## src/rtl/instr_issue_queue.sv

```systemverilog
// instr_issue_queue: instruction FIFO with NOP/illegal filtering, head decode and RAW-hazard issue stall
module instr_issue_queue #(
  parameter int DEPTH    = 4,
  parameter int SB_DEPTH = 3,
  parameter int CW       = $clog2(DEPTH + 1)
) (
  input  logic          clk,
  input  logic          rst,
  input  logic          in_valid,
  input  logic [0:31]   in_instr,
  output logic          in_ready,
  output logic          out_valid,
  input  logic          out_ready,
  output logic [0:31]   out_instr,
  output logic [0:4]    out_rd,
  output logic [0:4]    out_ra,
  output logic [0:4]    out_rb,
  output logic [0:1]    out_cls,
  output logic          stall_haz,
  output logic          illegal,
  output logic [0:CW-1] count
);
  localparam int AW = $clog2(DEPTH);
  localparam logic [0:5] OP_NOP = 6'b000000;
  localparam logic [0:5] OP_LD  = 6'b000001;
  localparam logic [0:5] OP_ST  = 6'b000010;
  localparam logic [0:5] OP_ALU = 6'b000100;
  localparam logic [0:5] OP_VMV = 6'b001000;
  logic [0:31]         r_mem [DEPTH];
  logic [AW-1:0]       r_wp, r_rp;
  logic [CW-1:0]       r_cnt;
  logic [SB_DEPTH-1:0] r_sb_v;
  logic [4:0]          r_sb_rd [SB_DEPTH];
  logic                r_illegal;
  logic [0:5]          w_in_op, w_op;
  logic                w_in_legal, w_acc, w_push, w_pop, w_empty, w_haz;
  logic                w_is_alu, w_is_ld, w_is_st, w_is_vmv;
  assign w_in_op    = in_instr[0:5];
  assign w_in_legal = w_in_op inside {OP_LD, OP_ST, OP_ALU, OP_VMV};
  assign in_ready   = r_cnt != CW'(DEPTH);
  assign w_acc      = in_valid & in_ready;
  assign w_push     = w_acc & w_in_legal;
  assign w_empty    = r_cnt == '0;
  assign out_instr  = r_mem[r_rp];
  assign w_op       = out_instr[0:5];
  assign out_rd     = out_instr[6:10];
  assign out_ra     = out_instr[11:15];
  assign out_rb     = out_instr[16:20];
  assign w_is_alu   = w_op == OP_ALU;
  assign w_is_ld    = w_op == OP_LD;
  assign w_is_st    = w_op == OP_ST;
  assign w_is_vmv   = w_op == OP_VMV;
  assign out_cls    = {w_is_st | w_is_vmv, w_is_ld | w_is_vmv};
  assign out_valid  = ~w_empty & ~w_haz;
  assign stall_haz  = ~w_empty & w_haz;
  assign w_pop      = out_valid & out_ready;
  assign illegal    = r_illegal;
  assign count      = r_cnt;
  // head is blocked while any in-flight destination matches a register it reads
  always_comb begin
    w_haz = 1'b0;
    for (int k = 0; k < SB_DEPTH; k++)
      w_haz = w_haz | (r_sb_v[k] & (((w_is_alu | w_is_vmv) & (r_sb_rd[k] == out_ra)) |
                                    (w_is_alu & (r_sb_rd[k] == out_rb)) |
                                    (w_is_st & (r_sb_rd[k] == out_rd))));
  end
  // queue pointers, occupancy and the one-cycle illegal-drop pulse
  always_ff @(posedge clk) begin
    if (!rst) begin
      r_wp      <= '0;
      r_rp      <= '0;
      r_cnt     <= '0;
      r_illegal <= 1'b0;
    end else begin
      r_wp      <= r_wp + AW'(w_push);
      r_rp      <= r_rp + AW'(w_pop);
      r_cnt     <= r_cnt + CW'(w_push) - CW'(w_pop);
      r_illegal <= w_acc & ~w_in_legal & (w_in_op != OP_NOP);
    end
  end
  // entry storage; contents need no reset because the pointers gate visibility
  always_ff @(posedge clk) if (w_push) r_mem[r_wp] <= in_instr;
  // writeback scoreboard: each issued destination ages one slot per cycle
  always_ff @(posedge clk) begin
    if (!rst) r_sb_v <= '0;
    else begin
      r_sb_v[0] <= w_pop & ~w_is_st;
      for (int k = 1; k < SB_DEPTH; k++) r_sb_v[k] <= r_sb_v[k-1];
    end
    r_sb_rd[0] <= out_rd;
    for (int k = 1; k < SB_DEPTH; k++) r_sb_rd[k] <= r_sb_rd[k-1];
  end
endmodule

```

## config.mk

```make
export PLATFORM = sky130hd
export DESIGN_NAME = instr_issue_queue
export DESIGN_NICKNAME = d
export VERILOG_FILES = /design/src/rtl/instr_issue_queue.sv
export SDC_FILE = /design/constraint.sdc
export NUM_CORES = 1
export LEC_CHECK = 0
export CORE_MARGIN = 8
export CORE_UTILIZATION = 54
export DETAILED_ROUTE_END_ITERATION = 10
export GPL_ROUTABILITY_DRIVEN = 0
export HOLD_SLACK_MARGIN = 0.03
export PLACE_DENSITY = 0.78
export SYNTH_ARGS = -nofsm -noshare
export SYNTH_HDL_FRONTEND = slang
export SYNTH_SLANG_ARGS = --single-unit
```

## constraint.sdc

```tcl
create_clock -name clk -period 4.4 [get_ports clk]
set_input_delay 0.44 -clock clk [delete_from_list [all_inputs] [get_ports clk]]
set_output_delay 0.44 -clock clk [all_outputs]
set_load 0.01 [all_outputs]
```

* Yosys cells after proc, flatten, opt, wreduce, memory -nomap -nowiden
Memories as Yosys holds them, arrays and structs flattened. A register that Yosys moved wholly into a read port is not among the register bits.
Index checks and enable logic that the tools add are counted.
** Cells by class
- Equality and inequality tests :: 18
- Bitwise gates (word level) :: 35
- Multiplexer cells :: 3
- Add/sub/neg operators :: 4
- Reduce and logical (&&, ||, !) cells :: 3
** Operators by type and width (count)
- $eq A5 B5 Y1 :: 9
- $and A1 B1 Y1 :: 20
- $eq A6 B1 Y1 const B :: 2
- $eq A6 B2 Y1 const B :: 2
- $eq A6 B3 Y1 const B :: 2
- $eq A6 B4 Y1 const B :: 2
- $or A1 B1 Y1 :: 11
- $reduce_bool A6 Y1 :: 1
- $add A2 B1 Y2 :: 2
- $not A1 Y1 :: 4
- $reduce_bool A4 Y1 :: 1
- $add A3 B1 Y3 :: 1
- $logic_not A3 Y1 :: 1
- $ne A3 B3 Y1 const B :: 1
- $sub A3 B1 Y3 :: 1
- $mux W1 :: 2
- $mux W2 :: 1
** Storage, ports and cells
- Memory bits (writable) :: 143
- Output and inout port bits :: 56
- Logic and storage cells :: 70
- Memories :: 2
- Bits of input ports :: 36
- Flip-flop bits (word level) :: 11
** Memory list
- r_mem :: words 4, width 32, rd ports 1, clocked after Yosys merged registers in 1, wr ports 1, line 29 : logic [0:31] r_mem [DEPTH];
- r_sb_rd :: words 3, width 5, rd ports 3, clocked after Yosys merged registers in 0, wr ports 3, line 33 : logic [4:0] r_sb_rd [SB_DEPTH];

* Longest topological paths before layout
- Depth in word-level cells :: 13
- Mapped depth :: 18
- Gate-level depth less buffers :: 15

* Least setup slack after synthesis
No wires, ideal clock.
- Path kind :: input-to-reg
- From :: input port in_instr[4] (netlist name)
- To :: memory r_mem[2][0] (netlist name) (enable)
- Arrival :: 3536 ps
- Library setup time :: 468 ps
- Data required time :: 3932 ps
- Stages on the path :: 4
- Buffers on the path :: 0
- Slack :: 396 ps
- Path through :: or3_1 > mux2i_1 > nand4_1 > nor3b_1
** Between the ends
- Longest elaborated chain between the ends :: 5
- Elaborated cells on any way between the ends :: 8
- Those cells by class :: 4 x eq/ne; 2 x mux; 1 x bitwise; 1 x reduce/logical
** RTL lines
- start: declaration :: line 10 : input logic [0:31] in_instr,
- $eq A6 B1 Y1 (tied with other cells) :: line 39 : assign w_in_legal = w_in_op inside {OP_LD, OP_ST, OP_ALU, OP_VMV};
- $reduce_bool A4 Y1 (*) :: line 39
- $and A1 B1 Y1 (*) :: line 42 : assign w_push = w_acc & w_in_legal;
- $mux W1 (*) :: line 82 : always_ff @(posedge clk) if (w_push) r_mem[r_wp] <= in_instr;
- $mux W1 (not written as such) (*) :: line 82
- end: declaration :: line 29
Every way passes the cells marked *; elsewhere a longest branch is shown, timed or not.

==> out/metrics.csv <==
stage;metric;value;unit
detailed_routing;initial drt markers;188;
cells_and_area;cell area after layout;7890;sq um
setup_path;CP max stage delay;620;ps
synthesis;Seq/Total Area, Yosys;70.4;%
timing;RSZ-0062 raised after global routing;no;
cells_and_area;diode count;0;
hold_path;Hold WC Path Type;reg -> reg;
clock_tree;# resized after CTS;0;
setup_path;CP cell instances;buf_12 > mux4_2 > nor4_4 > o21ai_1 > nor4_1 > o31ai_1 > nand3_2 > and2_1 > clkdlybuf4s50_1;
placement;I/O Buffers;91;
power;static leakage;2.61;nW
synthesis;Primary FF master, synth;edfxtp_1;
clock_tree;hold_buf cts;0;
grt;global route overflow;0;
grt;largest net degree at the start of global routing;33;
power;Power, Total;4.76;mW
grt;met3 usage;6.12;%
grt;busiest layer in global routing;met2;
synthesis;Gate Count Post-Synth;336;
synthesis;cell area after synthesis;6200;sq um
timing;fmax;250;MHz
detailed_routing;DR vias;3363;
setup_path;Critical Path AT;3570;ps
setup_path;worst reg2reg setup slack;430;ps
run;MaxCap Viol Count;0;
clock_tree;clk sink count;154;
clock_tree;Worst-path clk slew;60;ps
synthesis;syn nets;377;
timing;Slew HR;41.5;%
timing;Final Cycle Share;91.1;%
setup_path;CP Capture Type;output port;
clock_tree;Longest Clk Path Bufs;2;
grt;first-pass GRT wire length;20600;um
cells_and_area;final std cells w/o fill;586;
timing;setup ws final;393;ps
clock_tree;H-tree depth;4;
die;CORE AREA;11300;sq um
timing;Clock Skews;15.1;ps
clock_tree;CTS tree;yes;
timing;final count of pins violating max slew;0;
cells_and_area;Layout Area Growth over Synthesis;27.3;%
cells_and_area;layout cells sized above 1;17.8;%
timing;final setup vio count;0;
setup_path;cell family with the largest share of critical-path delay;simple AND/OR/NAND/NOR gates;
placement;placed cells;554;
synthesis;Yosys cell types;37;
die;Die Ht;123;um
setup_path;CP Launch Type;register;
setup_path;Max FO, Critical Path;22;
timing;setup_tns;0;ps
die;Ports;92;
timing;Worst Tran Pin Value;877;ps
grt;global routing usage on met1;23.8;%
synthesis;Post-synth EDFFs;128;
detailed_routing;routed len/inst;23.3;um
grt;vias in the first global route;3537;
timing;final hold vios;0;
detailed_routing;Post-route DRC;0;
grt;GR Layer Usage met2;30.1;%
detailed_routing;DRT Pass-1 Iters;4;
setup_path;critical path class;reg -> out;
placement;post-place setup slack;450;ps
setup_path;CP max stage cell;mux4_2;
synthesis;Avg Cell Area, Syn;18.5;sq um
power;Cell Pwr Density;603;nW/um^2
placement;hpwl dp;8900;um
die;die area;15200;sq um
clock_tree;Clk Latency, worst-skew pair;420;ps
die;Rows;39;
grt;GRT Overall Usage;18.8;%
setup_path;WP buf/inv;2;
cells_and_area;Post-Route Utilization;69.7;%
synthesis;asr flop ratio synth;0;%
clock_tree;Setup Fix Bufs, Post-CTS;0;
synthesis;YS warnings;0;
placement;placed cell area;7240;sq um
synthesis;flops & latches, synth;154;
grt;initial antenna violation count;0;
die;Starting Density;54.8;%
timing;Tmin final;4010;ps
cells_and_area;fin nets;471;
run_status;status;finished, final reports clean;
setup_path;CP required;3960;ps
clock_tree;Root Buffer;clkbuf_16;
die;Die Span X;123;um
timing;Fin Hold WS;420;ps
power;maximum VDD drop;0.334;mV
detailed_routing;Post-DRT Antenna Nets;0;
detailed_routing;drt total wl;13700;um
detailed_routing;vias per inst;5.74;
clock_tree;CTS Buf Count;17;
area by class of cell:
type | count | area [sq um]
clock inverter | 11 | 193
inverter | 3 | 11.3
fill | 718 | 3430
timing repair buffer | 99 | 1010
multi-input combinational | 155 | 1670
sequential | 154 | 4370
clock buffer | 21 | 460
tap | 143 | 179
cells in the final DEF, fill, tap and decap left out, drive strengths merged, types with 2 or more instances in the layout:
cell type | netlist | routed
clkinvlp | 0 | 2
or3 | 2 | 2
clkinv | 0 | 3
nor4 | 6 | 6
dfxtp | 26 | 26
bufinv | 0 | 5
nor2 | 6 | 6
inv | 3 | 4
nor3b | 2 | 2
and2 | 9 | 9
mux4 | 32 | 32
and3 | 2 | 2
clkbuf | 2 | 21
xnor2 | 35 | 35
nand4 | 8 | 8
edfxtp | 128 | 128
buf | 22 | 8
ha | 4 | 4
nor2b | 4 | 4
or4 | 2 | 2
clkdlybuf4s50 | 0 | 91
nor3 | 2 | 2
nand2 | 6 | 6
o21ai | 5 | 5
a21oi | 2 | 2
nand3 | 5 | 5
xor2 | 17 | 17
logic make-up (layout without fill, tap and decap cells):
| group | count (synthesis) | count (layout) | share of synthesized area [%] |
|---|---|---|---|
| AO/OA/AOI/OAI | 10 | 10 | 0.928 |
| buffers and inverters | 27 | 134 | 2.95 |
| AND/OR/NAND/NOR | 54 | 54 | 5.31 |
| multiplexers | 33 | 33 | 11.8 |
| flip-flops | 154 | 154 | 70.4 |
| XOR/XNOR | 52 | 52 | 7.35 |
| adder cells (fa/ha/maj) | 6 | 6 | 1.29 |
where the power goes:
part	leakage (nW)	switching, mW	total (mW)	internal, mW
logic	0.923	0.636	1.38	0.747
clock network	0.314	0.563	1.60	1.04
registers	1.37	0.117	1.78	1.66
total	2.61	1.32	4.76	3.44
sequential cells by signal, indices dropped and copies added, names as in the netlist:
name / flops
r_wp: 2
r_sb_rd: 15
count: 3
r_mem: 128
illegal: 1
r_sb_v: 3
r_rp: 2
Yosys cell counts (3+ instances only):
cell / count / area (sq um)
and2_1: 9 / 56.3
buf_4: 16 / 120
dfxtp_1: 26 / 521
edfxtp_1: 128 / 3840
ha_1: 4 / 50.1
inv_1: 3 / 11.3
mux4_2: 32 / 721
nand2_1: 6 / 22.5
nand3_1: 4 / 20.0
nand4_1: 8 / 50.1
nor2_1: 6 / 22.5
nor2b_1: 4 / 25.0
nor4_1: 5 / 31.3
o21ai_0: 3 / 15.0
xnor2_1: 35 / 307
xor2_1: 17 / 149
path summary, 6_finish.rpt:
path                                     from       endpoint  depth (start not counted)
worst max-delay path                  r_rp[0]      stall_haz                          9
worst max register to register        r_rp[0]       count[0]                         16
worst min register to register  r_sb_rd[0][2]  r_sb_rd[0][7]                          0
worst min-delay path            r_sb_rd[0][2]  r_sb_rd[0][7]                          0
layer usage:
metal  share of wire (%)  up-vias
met5                   0        -
met4                 1.7        0
met3                 7.0       13
met2                  50      151
met1                  41     1722
li1                    -     1477
Power figures use the tool's default switching activity.
